$ cat src/rtl/mdu_pkg.sv
// mdu_pkg: shared types for the multiply/divide unit.
//   mdu_op_e    - 3-bit operation code carried on operator_i
//   mdu_state_e - mdu_ctrl FSM state encoding
package mdu_pkg;

  typedef enum logic [2:0] {
    MDU_MUL    = 3'd0,
    MDU_MULH   = 3'd1,
    MDU_MULHSU = 3'd2,
    MDU_MULHU  = 3'd3,
    MDU_DIV    = 3'd4,
    MDU_DIVU   = 3'd5,
    MDU_REM    = 3'd6,
    MDU_REMU   = 3'd7
  } mdu_op_e;

  typedef enum logic [2:0] {
    IDLE,
    MUL,
    DIV_ITER,
    DIV_FIX,
    DONE
  } mdu_state_e;

endpackage

$ cat src/rtl/mdu_div_iter.sv
// mdu_div_iter: restoring radix-2 divider datapath on unsigned magnitudes.
// One quotient bit per step_i cycle; last_o flags the final step.
// Ports:
//   clk, rst_n       - clock, asynchronous active-low reset
//   start_i          - load dividend/divisor, clear remainder and counter
//   clear_i          - abandon the current division (counter back to 0)
//   step_i           - perform one iteration
//   dividend_i       - dividend magnitude
//   divisor_i        - divisor magnitude (never zero when started)
//   quotient_o       - quotient register
//   remainder_o      - remainder register
//   last_o           - high during the final iteration
module mdu_div_iter
  import mdu_pkg::*;
#(
  parameter int unsigned WORD_SIZE = 32
) (
  input  logic                 clk,
  input  logic                 rst_n,
  input  logic                 start_i,
  input  logic                 clear_i,
  input  logic                 step_i,
  input  logic [WORD_SIZE-1:0] dividend_i,
  input  logic [WORD_SIZE-1:0] divisor_i,
  output logic [WORD_SIZE-1:0] quotient_o,
  output logic [WORD_SIZE-1:0] remainder_o,
  output logic                 last_o
);

  localparam int unsigned CW = (WORD_SIZE > 1) ? $clog2(WORD_SIZE) : 1;

  logic [WORD_SIZE-1:0] quo_q;
  logic [WORD_SIZE-1:0] rem_q;
  logic [WORD_SIZE-1:0] dvs_q;
  logic [CW-1:0]        cnt_q;

  logic [WORD_SIZE:0]   shifted;
  logic [WORD_SIZE-1:0] diff;
  logic                 fits;

  // Dividend bits shift out of the top of quo_q into the partial remainder,
  // while the new quotient bit shifts in at the bottom.
  always_comb begin
    shifted = {rem_q, quo_q[WORD_SIZE-1]};
    fits    = (shifted >= {1'b0, dvs_q});
    // When fits is set the true difference is below the divisor, so the low
    // WORD_SIZE bits are exact.
    diff    = shifted[WORD_SIZE-1:0] - dvs_q;
  end

  always_ff @(posedge clk or negedge rst_n) begin
    if (!rst_n) begin
      quo_q <= '0;
      rem_q <= '0;
      dvs_q <= '0;
      cnt_q <= '0;
    end else if (clear_i) begin
      cnt_q <= '0;
    end else if (start_i) begin
      quo_q <= dividend_i;
      rem_q <= '0;
      dvs_q <= divisor_i;
      cnt_q <= '0;
    end else if (step_i) begin
      rem_q <= fits ? diff : shifted[WORD_SIZE-1:0];
      quo_q <= {quo_q[WORD_SIZE-2:0], fits};
      cnt_q <= cnt_q + CW'(1);
    end
  end

  assign quotient_o  = quo_q;
  assign remainder_o = rem_q;
  assign last_o      = step_i & (cnt_q == CW'(WORD_SIZE - 1));

endmodule

$ cat src/rtl/mdu_ctrl.sv
// mdu_ctrl: multiply/divide unit controller with valid/ready handshakes.
// Multiplies complete in two cycles; divides iterate one bit per cycle in
// mdu_div_iter and finish with a sign-correction cycle.
// Build option: define MDU_CTRL_DIV_EN to include the divider. Without it,
// DIV/DIVU/REM/REMU complete in one cycle with result 0.
// Ports:
//   clk, rst_n     - clock, asynchronous active-low reset
//   req_valid_i    - request present
//   req_ready_o    - request accepted when high together with req_valid_i
//   operator_i     - mdu_op_e operation code
//   operand_a_i    - rs1 value
//   operand_b_i    - rs2 value
//   kill_i         - flush: abandon any in-flight or pending operation
//   resp_valid_o   - result available
//   resp_ready_i   - consumer takes result
//   result_o       - result, meaningful while resp_valid_o is high
//   busy_o         - high whenever the FSM is not IDLE
module mdu_ctrl
  import mdu_pkg::*;
#(
  parameter int unsigned WORD_SIZE = 32
) (
  input  logic                 clk,
  input  logic                 rst_n,
  input  logic                 req_valid_i,
  output logic                 req_ready_o,
  input  logic [2:0]           operator_i,
  input  logic [WORD_SIZE-1:0] operand_a_i,
  input  logic [WORD_SIZE-1:0] operand_b_i,
  input  logic                 kill_i,
  output logic                 resp_valid_o,
  input  logic                 resp_ready_i,
  output logic [WORD_SIZE-1:0] result_o,
  output logic                 busy_o
);

  mdu_state_e           state_q;
  mdu_op_e              op_q;
  logic [WORD_SIZE-1:0] a_q;
  logic [WORD_SIZE-1:0] b_q;
  logic [WORD_SIZE-1:0] result_q;
  logic                 resp_valid_q;

  logic                 accept;
  logic                 a_sx;
  logic                 b_sx;
  logic [2*WORD_SIZE-1:0] prod;
  logic [WORD_SIZE-1:0] mul_res;

  assign req_ready_o  = (state_q == IDLE) & ~kill_i;
  assign accept       = req_valid_i & req_ready_o;
  assign busy_o       = (state_q != IDLE);
  assign resp_valid_o = resp_valid_q;
  assign result_o     = result_q;

  // Operands are extended to full product width with the per-op signedness;
  // the low 2*WORD_SIZE bits of that product serve all four multiply flavours.
  always_comb begin
    a_sx = 1'b0;
    b_sx = 1'b0;
    case (op_q)
      MDU_MULH: begin
        a_sx = a_q[WORD_SIZE-1];
        b_sx = b_q[WORD_SIZE-1];
      end
      MDU_MULHSU: a_sx = a_q[WORD_SIZE-1];
      default: ;
    endcase
    prod = {{WORD_SIZE{a_sx}}, a_q} * {{WORD_SIZE{b_sx}}, b_q};
    if (op_q == MDU_MULH || op_q == MDU_MULHSU || op_q == MDU_MULHU) begin
      mul_res = prod[2*WORD_SIZE-1:WORD_SIZE];
    end else begin
      mul_res = prod[WORD_SIZE-1:0];
    end
  end

`ifdef MDU_CTRL_DIV_EN
  localparam logic [WORD_SIZE-1:0] MOST_NEG = {1'b1, {(WORD_SIZE-1){1'b0}}};

  logic                 signed_in;
  logic                 a_neg_in;
  logic                 b_neg_in;
  logic                 rem_in;
  logic                 div_zero_in;
  logic                 ovf_in;
  logic [WORD_SIZE-1:0] a_mag;
  logic [WORD_SIZE-1:0] b_mag;
  logic                 div_start;
  logic                 div_last;
  logic [WORD_SIZE-1:0] quo;
  logic [WORD_SIZE-1:0] rem;
  logic [WORD_SIZE-1:0] div_res;
  logic                 q_neg_q;
  logic                 r_neg_q;

  always_comb begin
    signed_in   = ~operator_i[0];
    rem_in      = operator_i[1];
    a_neg_in    = signed_in & operand_a_i[WORD_SIZE-1];
    b_neg_in    = signed_in & operand_b_i[WORD_SIZE-1];
    a_mag       = a_neg_in ? -operand_a_i : operand_a_i;
    b_mag       = b_neg_in ? -operand_b_i : operand_b_i;
    div_zero_in = (operand_b_i == '0);
    ovf_in      = signed_in & (operand_a_i == MOST_NEG) & (operand_b_i == '1);
    div_start   = accept & operator_i[2] & ~div_zero_in & ~ovf_in;
  end

  mdu_div_iter #(
    .WORD_SIZE (WORD_SIZE)
  ) u_div_iter (
    .clk         (clk),
    .rst_n       (rst_n),
    .start_i     (div_start),
    .clear_i     (kill_i),
    .step_i      (state_q == DIV_ITER),
    .dividend_i  (a_mag),
    .divisor_i   (b_mag),
    .quotient_o  (quo),
    .remainder_o (rem),
    .last_o      (div_last)
  );

  // Quotient negative iff operand signs differ; remainder follows the dividend.
  always_comb begin
    if (op_q == MDU_REM || op_q == MDU_REMU) begin
      div_res = r_neg_q ? -rem : rem;
    end else begin
      div_res = q_neg_q ? -quo : quo;
    end
  end
`endif

  always_ff @(posedge clk or negedge rst_n) begin
    if (!rst_n) begin
      state_q      <= IDLE;
      op_q         <= MDU_MUL;
      a_q          <= '0;
      b_q          <= '0;
      result_q     <= '0;
      resp_valid_q <= 1'b0;
`ifdef MDU_CTRL_DIV_EN
      q_neg_q      <= 1'b0;
      r_neg_q      <= 1'b0;
`endif
    end else if (kill_i) begin
      state_q      <= IDLE;
      result_q     <= '0;
      resp_valid_q <= 1'b0;
    end else begin
      case (state_q)
        IDLE: begin
          if (accept) begin
            op_q <= mdu_op_e'(operator_i);
            a_q  <= operand_a_i;
            b_q  <= operand_b_i;
            if (operator_i[2]) begin
`ifdef MDU_CTRL_DIV_EN
              q_neg_q <= a_neg_in ^ b_neg_in;
              r_neg_q <= a_neg_in;
              if (div_zero_in) begin
                state_q      <= DONE;
                resp_valid_q <= 1'b1;
                result_q     <= rem_in ? operand_a_i : '1;
              end else if (ovf_in) begin
                state_q      <= DONE;
                resp_valid_q <= 1'b1;
                result_q     <= rem_in ? '0 : MOST_NEG;
              end else begin
                state_q <= DIV_ITER;
              end
`else
              state_q      <= DONE;
              resp_valid_q <= 1'b1;
              result_q     <= '0;
`endif
            end else begin
              state_q <= MUL;
            end
          end
        end
        MUL: begin
          state_q      <= DONE;
          resp_valid_q <= 1'b1;
          result_q     <= mul_res;
        end
        DIV_ITER: begin
`ifdef MDU_CTRL_DIV_EN
          if (div_last) state_q <= DIV_FIX;
`else
          state_q <= IDLE;
`endif
        end
        DIV_FIX: begin
`ifdef MDU_CTRL_DIV_EN
          state_q      <= DONE;
          resp_valid_q <= 1'b1;
          result_q     <= div_res;
`else
          state_q <= IDLE;
`endif
        end
        DONE: begin
          if (resp_ready_i) begin
            state_q      <= IDLE;
            resp_valid_q <= 1'b0;
          end
        end
        default: state_q <= IDLE;
      endcase
    end
  end

endmodule

$ cat config.mk
export PLATFORM = sky130hd
export DESIGN_NAME = mdu_ctrl
export DESIGN_NICKNAME = d
export VERILOG_FILES = /design/src/rtl/mdu_pkg.sv /design/src/rtl/mdu_div_iter.sv /design/src/rtl/mdu_ctrl.sv
export SDC_FILE = /design/constraint.sdc
export NUM_CORES = 2
export LEC_CHECK = 0
export CORE_ASPECT_RATIO = 1.25
export CORE_MARGIN = 4
export CORE_UTILIZATION = 60
export DETAILED_ROUTE_END_ITERATION = 10
export PLACE_DENSITY = 0.78
export SLEW_MARGIN = 10
export SYNTH_ARGS = -nofsm -noshare
export SYNTH_HDL_FRONTEND = slang
export SYNTH_SLANG_ARGS = --single-unit
export TNS_END_PERCENT = 10
$ cat constraint.sdc
create_clock -name clk -period 23.5 [get_ports clk]
set_input_delay 5.875 -clock clk [delete_from_list [all_inputs] [get_ports clk]]
set_output_delay 5.875 -clock clk [all_outputs]
set_load 0.01 [all_outputs]
Word-level counts from Yosys, hierarchy flattened:

Cells that the tools add are included.

* multiply operators: 1
* bitwise gates (word level): 3
* $lt $le $gt $ge: 0
* reduce and logical (&&, ||, !) cells: 11
* div/mod/pow operators: 0
* equality and inequality tests: 8
* mux-type cells: 17
* add/subtract/negate cells: 0
* shifts and indexed selects: 0

Operators with widths (number)
* $mux W32: 4
* $mul A33 B33 Y64: 1
* $pmux W32 S2: 1
* $mux W3: 4
* $ne A3 B3 Y1 const B: 3
* $pmux W3 S3: 1
* $eq A3 B1 Y1 const B: 2
* $eq A3 B2 Y1 const B: 2
* $mux W1: 6
* $reduce_and A3 Y1: 2
* $reduce_bool A3 Y1: 2
* $reduce_and A4 Y1: 1
* $reduce_bool A4 Y1: 1
* $eq A3 B3 Y1 const B: 1
* $logic_not A3 Y1: 1
* $pmux W1 S3: 1
* $and A1 B1 Y1: 2
* $logic_or A1 B1 Y1: 2
* $reduce_and A2 Y1: 1
* $reduce_or A2 Y1: 1
* $not A1 Y1: 1

* memory bits (read-only): 0
* memories: 0
* bits in latches: 0
* register bits after elaboration: 103
* bits of input ports: 72
* output and inout port bits: 35
* RAM bits: 0

Longest topological paths before layout:

* word-level depth: 7
* depth in mapped cells: 31
* depth with buffers taken out: 29

Least setup slack after synthesis:

OpenSTA, ideal clock, no wires.

* path kind: in2out
* from: input port kill_i
* to: output port req_ready_o
* path buffers: 0
* arrival time: 6141 ps
* path slack: 11484 ps
* cell stages on the path: 2
* cells stage by stage: nand2b_1 > inv_1

* cells in the longest elaborated chain, start to end: 2

Ends and longest elaborated chain
* start, declared: line mdu_ctrl.sv:30 `input logic kill_i,`
* $not A1 Y1 (no source line)
* $and A1 B1 Y1: line mdu_ctrl.sv:50 `assign req_ready_o = (state_q == IDLE) & ~kill_i;`
* end, declared: line mdu_ctrl.sv:26 `output logic req_ready_o,`

No other way between the ends.

Final worst setup path:

Ends and elaborated chain as after synthesis.

==> results.md <==
Clock tree:
- The hold buffer count at cts is 0.
- In this run the post-CTS setup repair buffer count came out at 0.
- Clock-pin slew was measured on the worst setup and hold paths at around 100 ps.
- No sink is reached through more buffers than the 2 on the longest clock path.
- After clock tree synthesis, the repair step resized 0 gates.
- TritonCTS built the clock tree.
- Counting the buffers created by CTS gives 9.
- The total number of clock tree sinks is around 100.
- Clock latency on the worst-skew pair, taken at its later pin, is about 420 ps.
- The cell at the root of the clock tree is sky130_fd_sc_hd__clkbuf_16.
- The depth of the CTS H-tree is 3.

Logic synthesis:
- The Yosys step of the flow raised 0 warnings.
- Ranked by total cell area, the synthesized netlist is headed by sky130_fd_sc_hd__fa_1 (53%), sky130_fd_sc_hd__inv_1 (10%), sky130_fd_sc_hd__nand2_1 (7.1%).
- The post-synth net total is a little under 6000.
- The synthesized cell area is about 42000 um^2.
- Of the post-synthesis cell area, the dominant cell type holds approximately 53%.
- Of all cell types, the one taking the most synthesized area is sky130_fd_sc_hd__fa_1.
- The gate count of the mapped netlist is between 4000 and 5000.
- The share of the Yosys chip area taken by registers is just over 6%.
- The number of flops mapped to enable cells by yosys is 0.
- The post-synthesis sequential element count is a little over 100.
- For this run, the leading register cell type out of synthesis is sky130_fd_sc_hd__dfrtp_1.
- The average instance in the mapped netlist occupies between 9 and 10 um^2.
- Of all flip-flops after synthesis, the portion carrying an async set or reset was 100%.
- The unique cell type count in the Yosys netlist is 75.

Worst setup path:
- The data arrival time at the worst-slack endpoint is between 7000 and 8000 ps.
- The cell count of the worst reg-to-reg path is 26.
- The most common cell type on the critical path is sky130_fd_sc_hd__clkdlybuf4s50_1.
- The largest single stage delay on the critical path is 550 ps.
- The type of the worst setup path is in2out.
- The worst setup path is launched from an input port.
- The number of buffer and inverter stages on the critical path is 3.
- The required arrival time at the worst endpoint is between 15000 and 20000 ps.
- The endpoint identified for the worst register-to-register timing path is result_o[27]$_DFFE_PN0P_.
- Grouping stages by cell kind, the critical path spends the most delay in buffers and inverters.
- Of all nets on the critical path, the largest fanout is 5.
- The signal on the critical path passes through clkdlybuf4s50_1 -> nand2b_1 -> inv_1 -> clkdlybuf4s50_1.
- The slowest stage of the critical path is the sky130_fd_sc_hd__clkdlybuf4s50_1 cell.
- Across all register-to-register paths, the minimum setup slack is 14030 ps.
- The startpoint identified for the worst register-to-register timing path is op_q[0]$_DFFE_PN0P_.
- The element type at the critical path end is an output pin.

STA:
- The final-report max-slew violation count is 0.
- Summed over all failing endpoints, the final setup total negative slack is 0 ps.
- Based on the critical path, the design can be clocked at up to 76.3 MHz.
- Of the available clock period, the critical path in the final layout requires a little under three fifths.
- The clock arrives with between 30 and 40 ps of skew.
- The minimum setup slack in the final design is around 10000 ps.
- Setup violations remaining at the end of the flow were counted as 0.
- The worst max-slew margin expressed relative to the limit is 25.8%.
- The clock period could shrink to about 13000 ps.
- The final-report hold violation count is 0.
- Setup repair after global routing left no endpoint under its margin.
- At the pin with the least slew margin, the transition time is ~1100 ps.

Routing:
- The number of vias in the routed layout is just over 30000.
- After detailed routing, the number of remaining DRC violations is 0.
- The routed design has 107000 um of wire.
- Dividing the detail-routed wire length by the instance count gives between 15 and 20 um.
- The remaining antenna violation count after routing is 0.
- For this block, the initial DRC count from the detailed router was 1728.
- In the routed layout, each cell is associated on average with a via count of 5.64.
- The pre-antenna-repair detailed-routing pass consisted of 5 iterations.

Global routing:
- The number of global-route vias before repair is 34100.
- The global-route usage over all layers is between 30% and 40%.
- The overflow left after global routing is 0.
- The global-route wire length before repair is around 180000 um.
- Entering global routing, the biggest net connects 68 pins.
- The initial antenna violation count is 0.

Cells and area:
- The footprint of the flip-flops and latches is 2560 um^2.
- The total of fill cells in the finished design is 5595.
- The final cell count without fillers is about 5400.
- The area growth from synthesis to layout is 4.91%.
- After the last flow step, the layout net total stands at ~5900.
- Summing all multi-input logic gate instances after layout gives approximately 34000 um^2.
- The share of post-route cells with drive strength above 1 is 4.31%.
- The antenna cell count is 0.

Die:
- The floorplan core area is roughly 70000 um^2.
- Measured along the x axis, the die boundary spans ~250 um.
- The die covers around 75000 um^2.
- The starting density of the core is between 60% and 70%.
- The count of boundary I/O pins is between 100 and 150.
- The floorplan has roughly 110 rows.
- The die is 304 um tall.

Worst hold path:
- The worst hold path terminates at b_q[30]$_DFFE_PN0P_.
- The tightest min-delay check is of the reg2reg type.
- The startpoint identified for the worst hold timing path is b_q[30]$_DFFE_PN0P_.
- Counting instances, the worst hold path has a depth of 1.

Placed design:
- The worst slack at placement is just over 10000 ps.
- The number of buffer cells added on primary ports is between 100 and 150.
- After legalization and detailed placement, the total HPWL measured about 86000 um.
- Including well taps, the total number of placed cells is 5400.
- The final estimated routing congestion in global placement is roughly 0.94.

Job:
- Max-cap violations in this run came to 0.

Outcome:
- The run finished with clean final reports.
==> Yosys cell counts, types with 4 or more instances <==
| cell type | n |
|---|---|
| sky130_fd_sc_hd__inv_1 | 1176 |
| sky130_fd_sc_hd__fa_1 | 1125 |
| sky130_fd_sc_hd__nand2_1 | 803 |
| sky130_fd_sc_hd__and2_1 | 311 |
| sky130_fd_sc_hd__clkbuf_1 | 247 |
| sky130_fd_sc_hd__ha_1 | 215 |
| sky130_fd_sc_hd__dfrtp_1 | 102 |
| sky130_fd_sc_hd__mux2_2 | 68 |
| sky130_fd_sc_hd__nor2_1 | 68 |
| sky130_fd_sc_hd__a21oi_1 | 66 |
| sky130_fd_sc_hd__o21ai_0 | 54 |
| sky130_fd_sc_hd__xnor2_1 | 49 |
| sky130_fd_sc_hd__a21o_1 | 24 |
| sky130_fd_sc_hd__xor2_1 | 23 |
| sky130_fd_sc_hd__a22oi_1 | 19 |
| sky130_fd_sc_hd__nand2b_1 | 14 |
| sky130_fd_sc_hd__o21bai_1 | 14 |
| sky130_fd_sc_hd__or2_2 | 14 |
| sky130_fd_sc_hd__nand3_1 | 12 |
| sky130_fd_sc_hd__nor3_1 | 12 |
| sky130_fd_sc_hd__nand4_1 | 10 |
| sky130_fd_sc_hd__o211ai_1 | 8 |
| sky130_fd_sc_hd__o21a_1 | 8 |
| sky130_fd_sc_hd__and3_1 | 7 |
| sky130_fd_sc_hd__nor2b_1 | 7 |
| sky130_fd_sc_hd__a31oi_1 | 5 |
| sky130_fd_sc_hd__o21ai_1 | 5 |
| sky130_fd_sc_hd__o31ai_1 | 5 |
| sky130_fd_sc_hd__a211oi_1 | 4 |
| sky130_fd_sc_hd__nor3b_1 | 4 |
| sky130_fd_sc_hd__o21ai_2 | 4 |
| sky130_fd_sc_hd__o221ai_1 | 4 |
==> layer usage <==
metal	track usage, %	vias to the layer above	share of wire, %
li1	-	12900	-
met1	35.1	16000	34
met2	54.4	1242	53
met3	3.94	418	6.2
met4	14.8	0	6.1
met5	0	-	0
==> state kept, by name (all words and copies together) (netlist names) <==
| name | flops |
|---|---|
| a_q | 32 |
| b_q | 32 |
| result_o | 32 |
| op_q | 3 |
| state_q | 2 |
| resp_valid_o | 1 |
==> per-stage QoR <==
stage / cell area (um^2) / hold WS (ps) / util (%)
3_3_place_gp: 43900 / 466 / 63.1
3_5_place_dp: 43900 / 495 / 63.1
5_1_grt: 44200 / 544 / 63.6
4_1_cts: 44200 / 518 / 63.6
2_1_floorplan: 42200 / 489 / -
6_report: 44200 / 513 / 63.6
==> final cells by class <==
class / instances / area share, %
inverter: 1176 / 9.98
timing repair buffer: 169 / 3.46
tap: 935 / 2.64
clock inverter: 7 / 0.204
sequential: 102 / 5.79
multi-input combinational: 3018 / 77.4
clock buffer: 9 / 0.509
==> kinds of logic after synthesis <==
| kind of cell | synth area share, % |
|---|---|
| XOR/XNOR | 1.50 |
| flip-flops | 6.05 |
| AND/OR/NAND/NOR | 13.8 |
| buffers and inverters | 12.8 |
| AO/OA/AOI/OAI | 4.26 |
| adder cells (fa/ha/maj) | 59.8 |
| multiplexers | 1.86 |
==> worst reg2reg max path, delay by kind of cell (launching register included) <==
kind | cells | cell delay [ps]
fa+ha+maj | 9 | 5120
xor+xnor | 2 | 320
simple gates | 5 | 1570
buf+inv | 5 | 830
compound gates | 5 | 1110
flops | 1 | 440
==> placed cells by master, fill, tap and decap left out, types with 5 or more instances in the layout <==
cell | netlist | routed
sky130_fd_sc_hd__o21ai_0 | 54 | 54
sky130_fd_sc_hd__nand2b_1 | 14 | 14
sky130_fd_sc_hd__buf_4 | 1 | 64
sky130_fd_sc_hd__o21bai_1 | 14 | 14
sky130_fd_sc_hd__xor2_1 | 23 | 23
sky130_fd_sc_hd__o21ai_1 | 5 | 5
sky130_fd_sc_hd__nand4_1 | 10 | 10
sky130_fd_sc_hd__o31ai_1 | 5 | 5
sky130_fd_sc_hd__xnor2_1 | 49 | 49
sky130_fd_sc_hd__a22oi_1 | 19 | 19
sky130_fd_sc_hd__and3_1 | 7 | 7
sky130_fd_sc_hd__mux2_2 | 68 | 68
sky130_fd_sc_hd__ha_1 | 215 | 215
sky130_fd_sc_hd__inv_1 | 1176 | 1176
sky130_fd_sc_hd__o21a_1 | 8 | 8
sky130_fd_sc_hd__dfrtp_1 | 102 | 96
sky130_fd_sc_hd__nor3_1 | 12 | 12
sky130_fd_sc_hd__and2_1 | 311 | 311
sky130_fd_sc_hd__clkdlybuf4s50_1 | 0 | 105
sky130_fd_sc_hd__or2_2 | 14 | 14
sky130_fd_sc_hd__clkbuf_16 | 0 | 9
sky130_fd_sc_hd__fa_1 | 1125 | 1125
sky130_fd_sc_hd__nand3_1 | 12 | 12
sky130_fd_sc_hd__nor2_1 | 68 | 68
sky130_fd_sc_hd__a21oi_1 | 66 | 66
sky130_fd_sc_hd__a31oi_1 | 5 | 5
sky130_fd_sc_hd__o211ai_1 | 8 | 8
sky130_fd_sc_hd__a21o_1 | 24 | 24
sky130_fd_sc_hd__dfrtp_2 | 0 | 6
sky130_fd_sc_hd__nand2_1 | 803 | 802
sky130_fd_sc_hd__nor2b_1 | 7 | 7
==> worst max path at each step <==
stage	startpoint	endpoint	slack [ps]	cells after the start
6_report	kill_i	req_ready_o	10400	4
5_1_grt	kill_i	req_ready_o	10330	4
4_1_cts	kill_i	req_ready_o	10400	4
3_5_place_dp	kill_i	req_ready_o	10400	4
3_3_place_gp	kill_i	req_ready_o	10400	4
2_1_floorplan	kill_i	req_ready_o	11480	2
Power is not shown: default switching activity piles up to over one toggle a cycle in this logic, so the estimate is an artifact.
